===== config.mk =====
export PLATFORM = sky130hd
export DESIGN_NAME = gpr_bank
export DESIGN_NICKNAME = d
export VERILOG_FILES = /design/src/rtl/gpr_pkg.sv /design/src/rtl/gpr_bus_ctrl.sv /design/src/rtl/gpr_bank.sv
export SDC_FILE = /design/constraint.sdc
export NUM_CORES = 1
export LEC_CHECK = 0
export ABC_AREA = 1
export BUFFER_PORTS_ARGS = -buffer_cell sky130_fd_sc_hd__buf_2
export CAP_MARGIN = 30
export CORE_UTILIZATION = 60
export CTS_CLUSTER_DIAMETER = 40
export CTS_CLUSTER_SIZE = 14
export DETAILED_ROUTE_END_ITERATION = 10
export PLACE_DENSITY = 0.81
export SLEW_MARGIN = 30
export SYNTH_ARGS = -nofsm -noshare
export SYNTH_HDL_FRONTEND = slang
export SYNTH_SLANG_ARGS = --single-unit
export TNS_END_PERCENT = 20

===== constraint.sdc =====
create_clock -name clk -period 2.4 [get_ports clk]
set_input_delay 0.36 -clock clk [delete_from_list [all_inputs] [get_ports clk]]
set_output_delay 0.36 -clock clk [all_outputs]
set_load 0.05 [all_outputs]

===== src/rtl/gpr_pkg.sv =====
// rtl/gpr_pkg.sv - shared types and helpers for the general-purpose register bank
//
// Purpose : bus FSM state encoding and the index-width helper used by gpr_bank.
// Contents: gpr_state_t, GPR_MIN_DEPTH, gpr_idx_w().

package gpr_pkg;

    typedef enum logic [1:0] {
        IDLE   = 2'd0,
        ACCESS = 2'd1,
        DONE   = 2'd2
    } gpr_state_t;

    // Smallest bank the index arithmetic is meant for; a 1-entry bank would
    // need a zero-width index.
    localparam int GPR_MIN_DEPTH = 2;

    // Register index width for a bank of the given depth.
    function automatic int gpr_idx_w(input int depth);
        return (depth < GPR_MIN_DEPTH) ? 1 : $clog2(depth);
    endfunction

endpackage


===== src/rtl/gpr_bus_ctrl.sv =====
// rtl/gpr_bus_ctrl.sv - bus handshake FSM and transfer capture registers
//
// Purpose : accepts one bus transfer at a time (IDLE -> ACCESS -> DONE) and
//           holds its write flag, address and data until it completes.
// Ports   : clk, rst              clock, synchronous active-high reset
//           cs, req, write        bus handshake and direction
//           address, wdata        bus address and store data
//           rdy, ack              idle indication, one-cycle completion pulse
//           store_stb, load_stb   high in ACCESS; the edge leaving ACCESS commits
//           cap_addr, cap_wdata   captured address and store data

module gpr_bus_ctrl
    import gpr_pkg::*;
#(
    parameter int DATA_WIDTH = 16,
    parameter int ADDR_WIDTH = 16
) (
    input  logic                  clk,
    input  logic                  rst,
    input  logic                  cs,
    input  logic                  req,
    input  logic                  write,
    input  logic [ADDR_WIDTH-1:0] address,
    input  logic [DATA_WIDTH-1:0] wdata,
    output logic                  rdy,
    output logic                  ack,
    output logic                  store_stb,
    output logic                  load_stb,
    output logic [ADDR_WIDTH-1:0] cap_addr,
    output logic [DATA_WIDTH-1:0] cap_wdata
);

    gpr_state_t            state_q, state_d;
    logic                  write_q;
    logic [ADDR_WIDTH-1:0] addr_q;
    logic [DATA_WIDTH-1:0] wdata_q;
    logic                  accept;

    assign accept = (state_q == IDLE) && cs && req;

    always_ff @(posedge clk) begin
        if (rst) begin
            state_q <= IDLE;
        end else begin
            state_q <= state_d;
        end
    end

    always_ff @(posedge clk) begin
        if (rst) begin
            write_q <= 1'b0;
            addr_q  <= '0;
            wdata_q <= '0;
        end else if (accept) begin
            write_q <= write;
            addr_q  <= address;
            wdata_q <= wdata;
        end
    end

    // cs/req are only looked at in IDLE, so dropping them later cannot abort.
    always_comb begin
        state_d = state_q;
        unique case (state_q)
            IDLE:    if (accept) state_d = ACCESS;
            ACCESS:  state_d = DONE;
            DONE:    state_d = IDLE;
            default: state_d = IDLE;
        endcase
    end

    always_comb begin
        rdy       = (state_q == IDLE);
        ack       = (state_q == DONE);
        store_stb = (state_q == ACCESS) &&  write_q;
        load_stb  = (state_q == ACCESS) && !write_q;
    end

    assign cap_addr  = addr_q;
    assign cap_wdata = wdata_q;

endmodule


===== src/rtl/gpr_bank.sv =====
// rtl/gpr_bank.sv - parametrised multi-port general-purpose register bank
//
// Purpose : register array with a handshaked bus port, a direct datapath
//           write port and NUM_RD combinational read ports.
// Ports   : clk, rst                  clock, synchronous active-high reset
//           cs, req, write, address,  bus transfer request
//           wdata
//           rdata, rdy, ack, err      bus load data, idle, completion, range error
//           dp_we, dp_waddr, dp_wdata datapath write port
//           rd_addr, rd_data          packed read indices / data, port i in slice i

module gpr_bank
    import gpr_pkg::*;
#(
    parameter int DATA_WIDTH = 16,
    parameter int ADDR_WIDTH = 16,
    parameter int DEPTH      = 8,
    parameter int NUM_RD     = 2,
    parameter int ZERO_REG   = 0
) (
    input  logic                                clk,
    input  logic                                rst,
    input  logic                                cs,
    input  logic                                req,
    input  logic                                write,
    input  logic [ADDR_WIDTH-1:0]               address,
    input  logic [DATA_WIDTH-1:0]               wdata,
    output logic [DATA_WIDTH-1:0]               rdata,
    output logic                                rdy,
    output logic                                ack,
    output logic                                err,
    input  logic                                dp_we,
    input  logic [$clog2(DEPTH)-1:0]            dp_waddr,
    input  logic [DATA_WIDTH-1:0]               dp_wdata,
    input  logic [NUM_RD*$clog2(DEPTH)-1:0]     rd_addr,
    output logic [NUM_RD*DATA_WIDTH-1:0]        rd_data
);

    localparam int IW = gpr_idx_w(DEPTH);
    localparam logic [ADDR_WIDTH:0] DEPTH_A = (ADDR_WIDTH + 1)'(DEPTH);
    localparam logic [IW:0]         DEPTH_I = (IW + 1)'(DEPTH);

    logic [DATA_WIDTH-1:0] gpr_q [DEPTH];
    logic [DATA_WIDTH-1:0] rdata_q;
    logic                  err_q;

    logic                  store_stb, load_stb;
    logic [ADDR_WIDTH-1:0] cap_addr;
    logic [DATA_WIDTH-1:0] cap_wdata;
    logic [IW-1:0]         bus_idx;
    logic                  bus_ok, bus_zero, bus_we, dp_ok;
    logic [DATA_WIDTH-1:0] bus_rd_word;

    gpr_bus_ctrl #(
        .DATA_WIDTH (DATA_WIDTH),
        .ADDR_WIDTH (ADDR_WIDTH)
    ) u_ctrl (
        .clk       (clk),
        .rst       (rst),
        .cs        (cs),
        .req       (req),
        .write     (write),
        .address   (address),
        .wdata     (wdata),
        .rdy       (rdy),
        .ack       (ack),
        .store_stb (store_stb),
        .load_stb  (load_stb),
        .cap_addr  (cap_addr),
        .cap_wdata (cap_wdata)
    );

    // Range check uses the full bus address, not just the index bits.
    assign bus_ok   = {1'b0, cap_addr} < DEPTH_A;
    assign bus_idx  = cap_addr[IW-1:0];
    assign bus_zero = (ZERO_REG != 0) && (bus_idx == '0);
    assign bus_we   = store_stb && bus_ok && !bus_zero;
    assign dp_ok    = dp_we && ({1'b0, dp_waddr} < DEPTH_I)
                      && !((ZERO_REG != 0) && (dp_waddr == '0));

    // Pre-edge array contents: a load never sees a write landing on the same edge.
    assign bus_rd_word = (bus_ok && !bus_zero) ? gpr_q[bus_idx] : '0;

    // The datapath assignment comes last so it wins a same-index collision.
    always_ff @(posedge clk) begin
        if (rst) begin
            for (int i = 0; i < DEPTH; i++) gpr_q[i] <= '0;
        end else begin
            for (int i = 0; i < DEPTH; i++) begin
                if (bus_we && (bus_idx == IW'(i))) gpr_q[i] <= cap_wdata;
                if (dp_ok && (dp_waddr == IW'(i))) gpr_q[i] <= dp_wdata;
            end
        end
    end

    always_ff @(posedge clk) begin
        if (rst) begin
            rdata_q <= '0;
            err_q   <= 1'b0;
        end else begin
            if (load_stb) rdata_q <= bus_rd_word;
            err_q <= (store_stb || load_stb) && !bus_ok;
        end
    end

    assign rdata = rdata_q;
    assign err   = err_q;

    for (genvar p = 0; p < NUM_RD; p++) begin : g_rd
        logic [IW-1:0] idx;
        assign idx = rd_addr[p*IW +: IW];
        assign rd_data[p*DATA_WIDTH +: DATA_WIDTH] =
            (({1'b0, idx} < DEPTH_I) && !((ZERO_REG != 0) && (idx == '0))) ? gpr_q[idx] : '0;
    end

endmodule


After elaboration in Yosys (flattened, before gate mapping)
Memory sizes are Yosys's and may differ from the RTL's. A register that Yosys moved wholly into a read port is not among the register bits.
Index checks and enable logic that the tools add are counted.
- output and inout bits: 51
- register bits: 52
- RAM bits: 128
- input port bits: 63
- memories kept: 1
- memory bits (read-only): 0
- word-level logic and storage cells: 140
- bits in latches: 0
- memories (name ; words ; width ; read ports ; clocked after Yosys merged registers in ; write ports ; RTL line ; RTL):
    gpr_q ; 8 ; 16 ; 3 ; 1 ; 8 ; gpr_bank.sv:43 ; logic [DATA_WIDTH-1:0] gpr_q [DEPTH];
- bitwise operators: 16
- multiply operators: 0
- equality and inequality tests: 17
- reductions and logical operators: 28
- shift-type cells: 0
- div/mod/pow operators: 0
- $add $sub $neg: 0
- muxes and demuxes: 71
- $lt $le $gt $ge: 1
- operators with widths (cell ; number):
    16-bit 2-to-1 mux ; 17
    1-bit 2-to-1 mux ; 50
    3-bit == test, second input constant ; 8
    1-bit logical AND ; 22
    16-bit by 4-bit less-than comparator with 1-bit output, second input constant ; 1
    1-bit OR ; 16
    3-bit by 2-bit == test with 1-bit output, second input constant ; 4
    3-bit by 1-bit == test with 1-bit output, second input constant ; 2
    3-bit logical NOT ; 2
    3-bit 2-to-1 mux ; 2
    2-bit one-hot mux with 2 select lines ; 1
    2-bit by 1-bit == test with 1-bit output, second input constant ; 1
    2-bit == test, second input constant ; 1
    1-bit logical NOT ; 2
    2-bit logical NOT ; 1
    2-bit 2-to-1 mux ; 1
    2-bit by 1-bit != test with 1-bit output, second input constant ; 1
    1-bit logical OR ; 1

Logic depth before layout (Yosys ltp)
- depth after elaboration: 9
- mapped depth: 10
- depth with buffers taken out: 8

Modules after synthesis
A second synthesis with hierarchy kept.
- cells, all modules: 1820
- area total of the unflattened synthesis: 12376.9 um2
- by module, submodules not included (module ; times used ; cells each ; area each (um2) ; sequential area each (um2)):
    gpr_bank ; 1 ; 1591 ; 10809.1 ; 4184.0
    gpr_bus_ctrl ; 1 ; 229 ; 1567.8 ; 700.7

Worst setup path after synthesis
OpenSTA, ideal clock, no wires.
- path type: input -> output
- from: in rd_addr[4]
- to: out rd_data[17]
- slack: 0.115 ns
- path buffers: 2
- data required time: 2.040 ns
- arrival time: 1.925 ns
- stages on the path: 8
- cell sequence: clkbuf_1 > inv_1 > clkbuf_1 > a21oi_1 > o21ai_0 > nand2_1 > nor2_1 > a31oi_1
- longest elaborated chain between the ends: 1
- ends and longest elaborated chain (what ; RTL line ; RTL):
    start, declared ; gpr_bank.sv:35 ; input logic [NUM_RD*$clog2(DEPTH)-1:0] rd_addr,
    memory read 8 x 16 bit ; n/a ;
    end, declared ; gpr_bank.sv:36 ; output logic [NUM_RD*DATA_WIDTH-1:0] rd_data
No other way between the ends.

==> impl_summary.log <==
INFO  metric run_status = complete, no violations
INFO  metric floorplan.initialDensity = between 60% and 70%
INFO  metric worstPathArrival = 1940 ps
INFO  metric r2r_cells = 7
INFO  metric setup.worst_path.end_class = output pin
INFO  metric relSlewSlack = a little under half
INFO  metric synthesis.nets = between 1500 and 2000
INFO  metric path_class = reg2out
INFO  metric grt_pass1_wl = slightly above 60 mm
INFO  metric seq_area_frac_synth = between 40% and 50%
INFO  metric drv_slew = 0
INFO  metric layout_min_cycle_time = roughly 2300 ps
INFO  metric dieArea = between 0.015 and 0.02 mm^2
INFO  metric clock-skew-final = 11.1 ps
INFO  metric rsz0062_at_grt = no
INFO  metric cts_inserted_buffers = 17
INFO  metric netlist_area = between 0.01 and 0.015 mm^2
INFO  metric gp_congestion = 1.02
INFO  metric finish.net_count = between 1500 and 2000
INFO  metric routed-via-count = roughly 12000
INFO  metric flip_flop_and_latch_count_after_synthesis = approximately 180
INFO  metric antenna_cells_inserted = 0
INFO  metric portion_of_synthesized_cell_area_occupied_by_the_leading_cell_type = about a third
INFO  metric post_cts_hold_buffer_count = 0
INFO  metric worst-endpoint-required = between 2000 and 2500 ps
INFO  metric area_growth = 12.7%
INFO  metric first_global_vias = approximately 11000
INFO  metric power.share.combinational = 19.4%
INFO  metric power.share.switching = between 30% and 40%
INFO  metric cts.root.buffer_cell = sky130_fd_sc_hd__clkbuf_16
INFO  metric synth_async_sr_flop_share = 0%
INFO  metric dp.cells = about 1900
INFO  metric first_pass_iters = 7
INFO  metric post_synth.cell_area_avg = slightly above 7 um^2
INFO  metric critPathMaxFanout = 3
INFO  metric worst_skew_pair.late_latency = around 450 ps
INFO  metric min_from = address[3]
INFO  metric yosys_warnings = 0
INFO  metric hold_ws = 153 ps
INFO  metric path_clk_slew = ~80 ps
INFO  metric net-switching-power = ~2.8 mW
INFO  metric final_core_utilization = ~70%
INFO  metric floorplan.core_area = 0.0189 mm^2
INFO  metric total_leakage_power = about 5.3 nW
INFO  metric netlist-cell-type-count = 30
INFO  metric worst_hold_path_type = in2reg
INFO  metric post_synth_inst_count = 1626
INFO  metric maxCapViolations = 0
INFO  metric setup.worst_path.start_class = flip-flop
INFO  metric cell_accounting_for_the_most_synthesized_area = sky130_fd_sc_hd__edfxtp_1
INFO  metric p_per_area = roughly 630 mW/mm^2
INFO  metric stdcell_count = ~2000
INFO  metric cellInternalPower = approximately 5.5 mW
INFO  metric vdd_drop_max = approximately 0.56 mV
INFO  metric row_count = 50
INFO  metric tritoncts_clock_tree = done
INFO  metric r2r-start = u_ctrl.cap_addr[15]
INFO  metric cts-root-to-sink-buffers = 2
INFO  metric cts.sink_count = 183
INFO  metric grt_max_degree = 99
INFO  metric layout-drive-gt1-share = 14.9%
INFO  metric cts-htree-levels = 4
INFO  metric yosys-top-cells-area = sky130_fd_sc_hd__edfxtp_1 33%, sky130_fd_sc_hd__o21ai_0 11%, sky130_fd_sc_hd__dfxtp_1 9.4%
INFO  metric worst_hold_path.num_cells = 3
INFO  metric viasPerCell = 6.17
INFO  metric grt_usage = around two fifths
INFO  metric antenna_violating_nets_post_route = 0
INFO  metric num_io_pins = ~110
INFO  metric hold-path-endpoint = u_ctrl.cap_addr[3]
INFO  metric drt_drc_violations_left = 0
INFO  metric die_height = 141 um
INFO  metric grt_antenna_before_repair = 0
INFO  metric fin_tns_setup = 0 ps
INFO  metric routed_wl = about 40 mm
INFO  metric post_cts_buffers = 0
INFO  metric timing.final.crit_share = 95.9%
INFO  metric gr-total-overflow = 0
INFO  metric clock_power_share = ~35%
INFO  metric worst_r2r_endpoint = gpr_q[6][8]
INFO  metric routedWlPerCell = 20.6 um
INFO  metric fmaxAchievable = 435 MHz
INFO  metric cts-resized-gates = 0
INFO  metric setup_violations = 0
INFO  metric hold_violations = 0
INFO  metric postSynth.topFlopCell = sky130_fd_sc_hd__edfxtp_1
INFO  metric regToRegSetupSlack = 380 ps
INFO  metric dieWidth = 141 um
INFO  metric place.detailed.hpwl = 28.7 mm
INFO  metric worst_slew_pin_slew = roughly 780 ps
INFO  metric iteration_0_drc_markers = between 2000 and 2500
INFO  metric edff_count_synth = ~130
INFO  metric place.port_buffers = about 110
INFO  metric seq_power_share = a little under half
registers in the layout, summed over array words and instances (netlist names), named ones only:
register / cells
err: 1
gpr_q: 128
rdata: 16
u_ctrl.cap_addr: 16
u_ctrl.cap_wdata: 16
u_ctrl.state_q: 2
u_ctrl.write_q: 1
power groups by stage:
stage               Combinational [mW]  Clock, mW  Sequential (mW)
floorplan                         1.10          0             3.69
global route                      1.74       3.03             3.73
CTS                               1.57       2.92             3.71
finish                            1.61       2.92             3.73
detailed placement                1.56          0             3.78
global placement                  1.53          0             3.78
area by class of cell:
class | instances | area (um^2)
clock buffers | 18 | 450
clock inverters | 14 | 170
fillers | 1594 | 5760
inverters | 213 | 800
multi-input cells | 1105 | 5380
flip-flops and latches | 183 | 4950
well taps | 260 | 325
repair buffers | 168 | 1070
cell families (layout without fill, tap and decap cells):
kind of cell	Yosys count	after routing	share of synthesized area [%]
buffers and inverters	338	413	11.5
AO/OA/AOI/OAI	568	568	26.6
AND/OR/NAND/NOR	537	537	19.5
flip-flops	183	183	42.4
per-stage QoR:
step                cell area [um^2]  power, mW  setup slack (ps)
floorplan                      11700       4.79               115
global placement               12500       5.31               195
detailed placement             12500       5.34               183
CTS                            13100       8.19               164
global route                   13100       8.51              42.3
finish                         13100       8.26              99.5
cell usage in the layout, fill, tap and decap left out, types with 2 or more instances in the layout:
cell type                   netlist  layout
sky130_fd_sc_hd__buf_4            0      48
sky130_fd_sc_hd__o21ai_1         11      11
sky130_fd_sc_hd__clkbuf_16        0      18
sky130_fd_sc_hd__nand3_4          4       4
sky130_fd_sc_hd__or2_1            2       2
sky130_fd_sc_hd__buf_12           0       7
sky130_fd_sc_hd__inv_8            0       2
sky130_fd_sc_hd__a21oi_2         36      36
sky130_fd_sc_hd__o22ai_1         33      33
sky130_fd_sc_hd__a21oi_1        192     192
sky130_fd_sc_hd__clkinv_4         0       2
sky130_fd_sc_hd__buf_2           19     113
sky130_fd_sc_hd__inv_12           0       2
sky130_fd_sc_hd__inv_2            3       3
sky130_fd_sc_hd__inv_6            0       3
sky130_fd_sc_hd__nand4_1         16      16
sky130_fd_sc_hd__a21boi_1        16      16
sky130_fd_sc_hd__dfxtp_2          0       2
sky130_fd_sc_hd__nand3_1         87      86
sky130_fd_sc_hd__nor2_1         143     143
sky130_fd_sc_hd__clkinv_1        33      33
sky130_fd_sc_hd__edfxtp_1       128     128
sky130_fd_sc_hd__o21ai_0        247     247
sky130_fd_sc_hd__a31oi_1         32      32
sky130_fd_sc_hd__nand2_1        276     276
sky130_fd_sc_hd__nor2_2           3       3
sky130_fd_sc_hd__inv_1          177     177
sky130_fd_sc_hd__clkinv_8         0       4
sky130_fd_sc_hd__dfxtp_1         55      53
synth_stat cells, types with 2 or more instances:
library cell               number
sky130_fd_sc_hd__nand2_1      276
sky130_fd_sc_hd__o21ai_0      247
sky130_fd_sc_hd__a21oi_1      192
sky130_fd_sc_hd__inv_1        177
sky130_fd_sc_hd__nor2_1       143
sky130_fd_sc_hd__edfxtp_1     128
sky130_fd_sc_hd__clkbuf_1      88
sky130_fd_sc_hd__nand3_1       87
sky130_fd_sc_hd__dfxtp_1       55
sky130_fd_sc_hd__a21oi_2       36
sky130_fd_sc_hd__clkinv_1      33
sky130_fd_sc_hd__o22ai_1       33
sky130_fd_sc_hd__a31oi_1       32
sky130_fd_sc_hd__buf_2         19
sky130_fd_sc_hd__a21boi_1      16
sky130_fd_sc_hd__nand4_1       16
sky130_fd_sc_hd__buf_1         12
sky130_fd_sc_hd__o21ai_1       11
sky130_fd_sc_hd__buf_6          6
sky130_fd_sc_hd__nand3_4        4
sky130_fd_sc_hd__inv_2          3
sky130_fd_sc_hd__nor2_2         3
sky130_fd_sc_hd__or2_1          2
critical path, cell delays in order, from the launching register on:
cell and delay, ps:
sky130_fd_sc_hd__edfxtp_1 380, sky130_fd_sc_hd__inv_1 90, sky130_fd_sc_hd__a21oi_1 120, sky130_fd_sc_hd__o21ai_0 90
sky130_fd_sc_hd__nand2_1 80, sky130_fd_sc_hd__nor2_1 40, sky130_fd_sc_hd__a31oi_1 350, sky130_fd_sc_hd__buf_2 350
worst max path at each step:
stage / startpoint / end / cells after the start
3_3_place_gp: rd_addr[1] / rd_data[9] / 9
6_report: gpr_q[5][4] / rd_data[4] / 7
3_5_place_dp: rd_addr[1] / rd_data[9] / 9
2_1_floorplan: rd_addr[4] / rd_data[17] / 8
5_1_grt: gpr_q[5][3] / rd_data[3] / 7
4_1_cts: gpr_q[5][3] / rd_data[3] / 7
metal layers:
metal	track usage, %	vias to the layer above	wire, um
met4	15.1	0	1610
li1	-	5593	-
met5	0	-	0
met3	11.5	145	6500
met2	62.2	1033	17000
met1	57.3	5330	15300
Note: power is estimated with default switching activity, not from simulation.
